===== src/rtl/alavanca2serial_if.sv =====
// Lever-link transmit bus: start request, lever values, UART line and status.
// The sender side drives start/levers; the transmitter drives TX and status.
interface alavanca2serial_if;
    logic        start;
    logic [15:0] al1Bits;
    logic [15:0] al2Bits;
    logic        TX;
    logic        busy;
    logic        done;
    logic [3:0]  db_estado;

    modport master (
        output start, al1Bits, al2Bits,
        input  TX, busy, done, db_estado
    );

    modport slave (
        input  start, al1Bits, al2Bits,
        output TX, busy, done, db_estado
    );
endinterface


===== src/rtl/alavanca2serial.sv =====
// 8N1 UART transmitter sending HEADER plus the two signed lever values as one packet.
// Optional macro ALAVANCA_TX_CHECKSUM_EN appends an XOR checksum of the four data bytes.
module alavanca2serial #(
    parameter int          CLKS_PER_BIT = 434,
    parameter logic [7:0]  HEADER       = 8'hA5
) (
    input  logic              clock,
    input  logic              reset,
    alavanca2serial_if.slave  bus
);
    localparam int BAUD_W = (CLKS_PER_BIT > 1) ? $clog2(CLKS_PER_BIT) : 1;
`ifdef ALAVANCA_TX_CHECKSUM_EN
    localparam logic [2:0] LAST_BYTE = 3'd5;
`else
    localparam logic [2:0] LAST_BYTE = 3'd4;
`endif

    typedef enum logic [3:0] {
        S_IDLE      = 4'd0,
        S_LOAD      = 4'd1,
        S_START_BIT = 4'd2,
        S_DATA_BITS = 4'd3,
        S_STOP_BIT  = 4'd4,
        S_NEXT_BYTE = 4'd5,
        S_DONE      = 4'd6
    } state_t;

    state_t              r_state, w_state_next;
    logic [BAUD_W-1:0]   r_baud, w_baud_next;
    logic [2:0]          r_bit, w_bit_next;
    logic [2:0]          r_byte, w_byte_next;
    logic [7:0]          r_shift, w_shift_next;
    logic [15:0]         r_al1, w_al1_next;
    logic [15:0]         r_al2, w_al2_next;
    logic                w_tx, w_busy, w_done;
    logic                w_baud_last;
    logic [2:0]          w_sel_idx;
    logic [7:0]          w_sel_byte;

    assign w_baud_last = (r_baud == BAUD_W'(CLKS_PER_BIT - 1));

    // The stop bit preloads the following byte so start bits follow back to back.
    assign w_sel_idx = (r_state == S_STOP_BIT) ? (r_byte + 3'd1) : r_byte;

`ifdef ALAVANCA_TX_CHECKSUM_EN
    logic [7:0] w_checksum;
    assign w_checksum = r_al1[15:8] ^ r_al1[7:0] ^ r_al2[15:8] ^ r_al2[7:0];
`endif

    always_comb begin
        w_sel_byte = HEADER;
        case (w_sel_idx)
            3'd0:    w_sel_byte = HEADER;
            3'd1:    w_sel_byte = r_al1[15:8];
            3'd2:    w_sel_byte = r_al1[7:0];
            3'd3:    w_sel_byte = r_al2[15:8];
            3'd4:    w_sel_byte = r_al2[7:0];
`ifdef ALAVANCA_TX_CHECKSUM_EN
            3'd5:    w_sel_byte = w_checksum;
`endif
            default: w_sel_byte = HEADER;
        endcase
    end

    always_ff @(posedge clock) begin
        if (!reset) begin
            r_state <= S_IDLE;
        end else begin
            r_state <= w_state_next;
        end
    end

    always_ff @(posedge clock) begin
        if (!reset) begin
            r_baud  <= '0;
            r_bit   <= '0;
            r_byte  <= '0;
            r_shift <= '0;
            r_al1   <= '0;
            r_al2   <= '0;
        end else begin
            r_baud  <= w_baud_next;
            r_bit   <= w_bit_next;
            r_byte  <= w_byte_next;
            r_shift <= w_shift_next;
            r_al1   <= w_al1_next;
            r_al2   <= w_al2_next;
        end
    end

    always_comb begin
        w_state_next = r_state;
        w_baud_next  = r_baud;
        w_bit_next   = r_bit;
        w_byte_next  = r_byte;
        w_shift_next = r_shift;
        w_al1_next   = r_al1;
        w_al2_next   = r_al2;
        w_tx         = 1'b1;
        w_busy       = 1'b0;
        w_done       = 1'b0;

        case (r_state)
            S_IDLE: begin
                if (bus.start) begin
                    w_al1_next   = bus.al1Bits;
                    w_al2_next   = bus.al2Bits;
                    w_byte_next  = '0;
                    w_bit_next   = '0;
                    w_baud_next  = '0;
                    w_state_next = S_LOAD;
                end
            end
            S_LOAD: begin
                w_busy       = 1'b1;
                w_shift_next = w_sel_byte;
                w_baud_next  = '0;
                w_state_next = S_START_BIT;
            end
            S_START_BIT: begin
                w_busy = 1'b1;
                w_tx   = 1'b0;
                if (w_baud_last) begin
                    w_baud_next  = '0;
                    w_bit_next   = '0;
                    w_state_next = S_DATA_BITS;
                end else begin
                    w_baud_next = r_baud + BAUD_W'(1);
                end
            end
            S_DATA_BITS: begin
                w_busy = 1'b1;
                w_tx   = r_shift[0];
                if (w_baud_last) begin
                    w_baud_next  = '0;
                    w_shift_next = {1'b0, r_shift[7:1]};
                    if (r_bit == 3'd7) begin
                        w_state_next = S_STOP_BIT;
                    end else begin
                        w_bit_next = r_bit + 3'd1;
                    end
                end else begin
                    w_baud_next = r_baud + BAUD_W'(1);
                end
            end
            S_STOP_BIT: begin
                w_busy = 1'b1;
                if (w_baud_last) begin
                    w_baud_next = '0;
                    if (r_byte == LAST_BYTE) begin
                        w_state_next = S_DONE;
                    end else begin
                        w_byte_next  = r_byte + 3'd1;
                        w_shift_next = w_sel_byte;
                        w_state_next = S_START_BIT;
                    end
                end else begin
                    w_baud_next = r_baud + BAUD_W'(1);
                end
            end
            S_NEXT_BYTE: begin
                // Normally bypassed by the stop-bit preload; kept as a safe reload path.
                w_busy       = 1'b1;
                w_shift_next = w_sel_byte;
                w_baud_next  = '0;
                w_state_next = S_START_BIT;
            end
            S_DONE: begin
                w_done       = 1'b1;
                w_state_next = S_IDLE;
            end
            default: begin
                w_state_next = S_IDLE;
            end
        endcase
    end

    assign bus.TX        = w_tx;
    assign bus.busy      = w_busy;
    assign bus.done      = w_done;
    assign bus.db_estado = r_state;
endmodule


===== src/flat_wrapper.sv =====
// flat-port wrapper written by rule: the top's interface ports become plain ports
module alavanca2serial_flat 
#(
    parameter int          CLKS_PER_BIT = 434,
    parameter logic [7:0]  HEADER       = 8'hA5
)
  (clock, reset, bus_start, bus_al1Bits, bus_al2Bits, bus_TX, bus_busy, bus_done, bus_db_estado);
  alavanca2serial_if bus_i ();
  input  logic clock;
  input  logic reset;
  input wire logic [$bits(bus_i.start)-1:0] bus_start;
  input wire logic [$bits(bus_i.al1Bits)-1:0] bus_al1Bits;
  input wire logic [$bits(bus_i.al2Bits)-1:0] bus_al2Bits;
  output wire logic [$bits(bus_i.TX)-1:0] bus_TX;
  output wire logic [$bits(bus_i.busy)-1:0] bus_busy;
  output wire logic [$bits(bus_i.done)-1:0] bus_done;
  output wire logic [$bits(bus_i.db_estado)-1:0] bus_db_estado;
  assign bus_i.start = bus_start;
  assign bus_i.al1Bits = bus_al1Bits;
  assign bus_i.al2Bits = bus_al2Bits;
  assign bus_TX = bus_i.TX;
  assign bus_busy = bus_i.busy;
  assign bus_done = bus_i.done;
  assign bus_db_estado = bus_i.db_estado;
  alavanca2serial #(.CLKS_PER_BIT(CLKS_PER_BIT), .HEADER(HEADER)) u_core (.clock(clock), .reset(reset), .bus(bus_i));
endmodule

===== config.mk =====
export PLATFORM = sky130hd
export DESIGN_NAME = alavanca2serial_flat
export DESIGN_NICKNAME = d
export VERILOG_FILES = /design/src/rtl/alavanca2serial_if.sv /design/src/rtl/alavanca2serial.sv /design/src/flat_wrapper.sv
export SDC_FILE = /design/constraint.sdc
export NUM_CORES = 1
export LEC_CHECK = 0
export BUFFER_PORTS_ARGS = -buffer_cell sky130_fd_sc_hd__buf_2
export CAP_MARGIN = 40
export CELL_PAD_IN_SITES_DETAIL_PLACEMENT = 0
export CELL_PAD_IN_SITES_GLOBAL_PLACEMENT = 1
export CORE_MARGIN = 2
export CORE_UTILIZATION = 45
export CTS_CLUSTER_DIAMETER = 100
export CTS_CLUSTER_SIZE = 12
export DETAILED_ROUTE_END_ITERATION = 6
export PLACE_DENSITY_LB_ADDON = 0.25
export SLEW_MARGIN = 25
export SYNTH_ARGS = -nofsm -noshare
export SYNTH_HDL_FRONTEND = slang
export SYNTH_SLANG_ARGS = --single-unit

===== constraint.sdc =====
create_clock -name clock -period 6.1 [get_ports clock]
set_input_delay 1.22 -clock clock [delete_from_list [all_inputs] [get_ports clock]]
set_output_delay 1.22 -clock clock [all_outputs]
set_load 0.05 [all_outputs]

==> results.sh <==
export IMPL_critPathRequiredTime_ps=6320
export IMPL_die_area_mm2=0.00707
export IMPL_utilization_pct=52.6
export IMPL_yosys_warnings=0
export IMPL_synth_edff_count=0
export IMPL_timing_worst_slew_pin_value_ps=790
export IMPL_detailroute_wirelength_met2_mm=3.18
export IMPL_dpl_hpwl_mm=4.64
export IMPL_synth_async_sr_flop_share_pct=0
export IMPL_internal_power_uw=676
export IMPL_synth_top_cells_by_area="sky130_fd_sc_hd__dfxtp_1 (40%), sky130_fd_sc_hd__nand2_1 (11%), sky130_fd_sc_hd__a21oi_1 (6.9%)"
export IMPL_detailedRoute_firstIterationViolations=145
export IMPL_finalHoldWorstSlack_ps=453
export IMPL_drtPass1Iterations=4
export IMPL_globalRoute_totalOverflow=0
export IMPL_highest_signal_layer="met4"
export IMPL_die_width_um=84.1
export IMPL_clk_insertion_delay_late_ps=330
export IMPL_route_vias_total=2562
export IMPL_status="finished clean"
export IMPL_grt_antenna_before_repair=0
export IMPL_tritoncts_num_buffers=9
export IMPL_synth_sequential_area_ratio_pct=40.2
export IMPL_switchingPower_uw=240
export IMPL_vdd_ir_drop_max_mv=0.233
export IMPL_cts_root_buffer_cell="sky130_fd_sc_hd__clkbuf_8"
export IMPL_netlist_area_leader_share_pct=40.2
export IMPL_grt_max_degree=36
export IMPL_avgRoutedWirePerCell_um=14.0
export IMPL_placementRows=29
export IMPL_route_antenna_remaining_nets=0
export IMPL_max_cap_check_violation_count=0
export IMPL_cts_repair_resized=0
export IMPL_quantity_of_hold_fixing_buffers_added_after_cts=0
export IMPL_gpl_final_weighted_congestion=0.852
export IMPL_static_leakage_power_uw=0.00124
export IMPL_setup_worst_path_start_class="flip-flop"
export IMPL_leading_cell_type_by_number_of_instances_after_synthesis="sky130_fd_sc_hd__nand2_1"
export IMPL_slew_limit_headroom_pct=47.0
export IMPL_drc=0
export IMPL_critical_path_peak_fanout=19
export IMPL_p_sw_share_pct=26.1
export IMPL_share_comb_of_total_power_pct=11.8
export IMPL_layout_cells_sized_above_1_pct=16.9
export IMPL_vias_in_the_first_global_route=2493
export IMPL_power_clock_fraction_pct=42.6
export IMPL_diodes=0
export IMPL_worst_setup_hold_path_clk_slew_ps=70
export IMPL_m1WireLength_mm=3.05
export IMPL_clock_tree_buffer_depth=2
export IMPL_fin_setup_tns_ps=0
export IMPL_pwr_density_cell_mw_per_mm2=278
export IMPL_min_period_over_period_pct=49.0
export IMPL_fp_dieH_um=84.1
export IMPL_cts_sinks=58
export IMPL_routed_wirelength_mm=6.63
export IMPL_count_of_different_cell_masters_after_synthesis=52
export IMPL_hold_violations=0
export IMPL_synth_ff_latch_count=58
export IMPL_post_cts_buffers=0
export IMPL_hp_class="flip-flop to flip-flop"
export IMPL_floorplan_core_area_mm2=0.00628
export IMPL_cts_htree_levels=3
export IMPL_synth_main_ff_cell="sky130_fd_sc_hd__dfxtp_1"
export IMPL_io_pin_count=42
export IMPL_yosys_area_top_type="sky130_fd_sc_hd__dfxtp_1"
export IMPL_grt_setup_unrepaired="no"
export IMPL_synthesis_instances=363
export IMPL_avgSynthCellArea_um2=7.95
export IMPL_track_usage_pct=20.2
export IMPL_grt_pass1_wl_mm=11.5
export IMPL_post_synth_instance_area_mm2=0.00289
export IMPL_tritoncts="yes"
export IMPL_syn2layout_area_growth_pct=14.4
export IMPL_initial_utilization_pct=46.0
export IMPL_synth_top_cells_by_count="sky130_fd_sc_hd__nand2_1 (86), sky130_fd_sc_hd__dfxtp_1 (58), sky130_fd_sc_hd__a21oi_1 (40)"
export IMPL_maxClockFrequency_mhz=335
export IMPL_post_dp_cell_area_mm2=0.00308
export IMPL_fillerInstances=615
export IMPL_timing_critical_path_to_type="flip-flop"
export IMPL_synthesis_nets=405
export IMPL_port_buffers=40
export IMPL_setup_viol_count_final=0
export IMPL_final_critical_path_time_including_i_o_delays_and_setup_ps=2990
export IMPL_sequentialPowerShare_pct=45.6
export IMPL_timing_max_transition_violations_final=0
export IMPL_design_final_nets=433
export IMPL_detail_route_vias_per_cell=5.42
export IMPL_cp_arrival_ps=3210
export IMPL_final_cell_area_mm2=0.00330
export IMPL_clock_skew_ps=4.95
export IMPL_timing_worst_setup_path_type="flip-flop to flip-flop"
export IMPL_met3WireLength_um=276
export IMPL_total_power_uw=916
kinds of logic (layout without fill, tap and decap cells):
logic type	count (synthesis)	in the layout	share of synthesized area (%)
AO/OA/AOI/OAI	86	86	19.3
XOR/XNOR	11	11	3.60
adder cells (fa/ha/maj)	7	7	3.04
buffers and inverters	42	75	6.33
flip-flops	58	58	40.2
multiplexers	10	10	3.64
other	1	1	0.130
AND/OR/NAND/NOR	148	148	23.7
state kept, by name, indices dropped and copies added, names as in the netlist:
| register | flops |
|---|---|
| u_core.r_shift | 8 |
| u_core.bus.db_estado | 3 |
| u_core.r_byte | 3 |
| u_core.r_al1 | 16 |
| u_core.r_baud | 9 |
| u_core.r_al2 | 16 |
| u_core.r_bit | 3 |
power by group through the flow:
stage	combinational [uW]	sequential, uW	clock (uW)
final	108	417	391
after global routing	124	420	418
after CTS	110	417	401
after detailed placement	110	426	0
after global placement	108	425	0
after floorplan	82.2	420	0
through the flow:
| stage | setup WS [ps] | instances |
|---|---|---|
| final | 3110 | 473 |
| after global routing | 2870 | 473 |
| after CTS | 3140 | 473 |
| after detailed placement | 3160 | 457 |
| after global placement | 3230 | 457 |
| after floorplan | 2600 | 363 |
critical path, cell delays in order, from the launching register on:
cell and delay (ps):
sky130_fd_sc_hd__dfxtp_1 670, sky130_fd_sc_hd__or3b_1 530, sky130_fd_sc_hd__inv_1 180, sky130_fd_sc_hd__ha_1 340
sky130_fd_sc_hd__inv_1 140, sky130_fd_sc_hd__a211oi_4 480, sky130_fd_sc_hd__xnor2_1 120, sky130_fd_sc_hd__and4_4 230
sky130_fd_sc_hd__a22o_1 190
path summary, 6_finish.rpt:
path	startpoint	end	slack [ps]	depth (start not counted)
hold reg to reg	u_core.r_al2[15]	u_core.r_al2[15]	450	2
setup / recovery	u_core.bus.db_estado[2]	u_core.r_shift[6]	3110	8
hold / removal	u_core.r_al2[15]	u_core.r_al2[15]	450	2
setup reg to reg	u_core.bus.db_estado[2]	u_core.r_shift[6]	3110	8
metal layers:
layer  vias up  global-route usage (%)
met3        11                    6.53
met2        50                    33.9
li1       1315                       -
met4         0                    6.16
met5         -                       0
met1      1186                    24.6
area by class of cell:
class                           instances  area, um2  share of cell area [%]
Timing Repair Buffer                   42        215                    6.52
Tap cell                               77       96.3                    2.92
Clock inverter                          5       77.6                    2.35
Inverter                               17       63.8                    1.93
Multi-Input combinational cell        263       1540                    46.8
Sequential cell                        58       1160                    35.2
Clock buffer                           11        141                    4.29
layout by cell type (no fill, tap or decap), types with 4 or more instances in the layout:
cell                       Yosys  final
sky130_fd_sc_hd__ha_1          7      7
sky130_fd_sc_hd__inv_1        16     16
sky130_fd_sc_hd__dfxtp_1      58     58
sky130_fd_sc_hd__nor3_1        4      4
sky130_fd_sc_hd__a21oi_1      40     40
sky130_fd_sc_hd__nand4_1       8      8
sky130_fd_sc_hd__nor4_1        4      4
sky130_fd_sc_hd__nand2_1      86     85
sky130_fd_sc_hd__clkbuf_8      0     10
sky130_fd_sc_hd__buf_2         5     40
sky130_fd_sc_hd__and2_1        4      4
sky130_fd_sc_hd__nand3_1       9      9
sky130_fd_sc_hd__xnor2_1       7      7
sky130_fd_sc_hd__a31oi_1       4      4
sky130_fd_sc_hd__o21ai_0      10     10
sky130_fd_sc_hd__nor2_1       19     19
sky130_fd_sc_hd__o211ai_1      5      5
sky130_fd_sc_hd__a2111o_1      4      4
sky130_fd_sc_hd__mux2i_1       9      9
No activity file was read; power rests on OpenSTA's default activity.
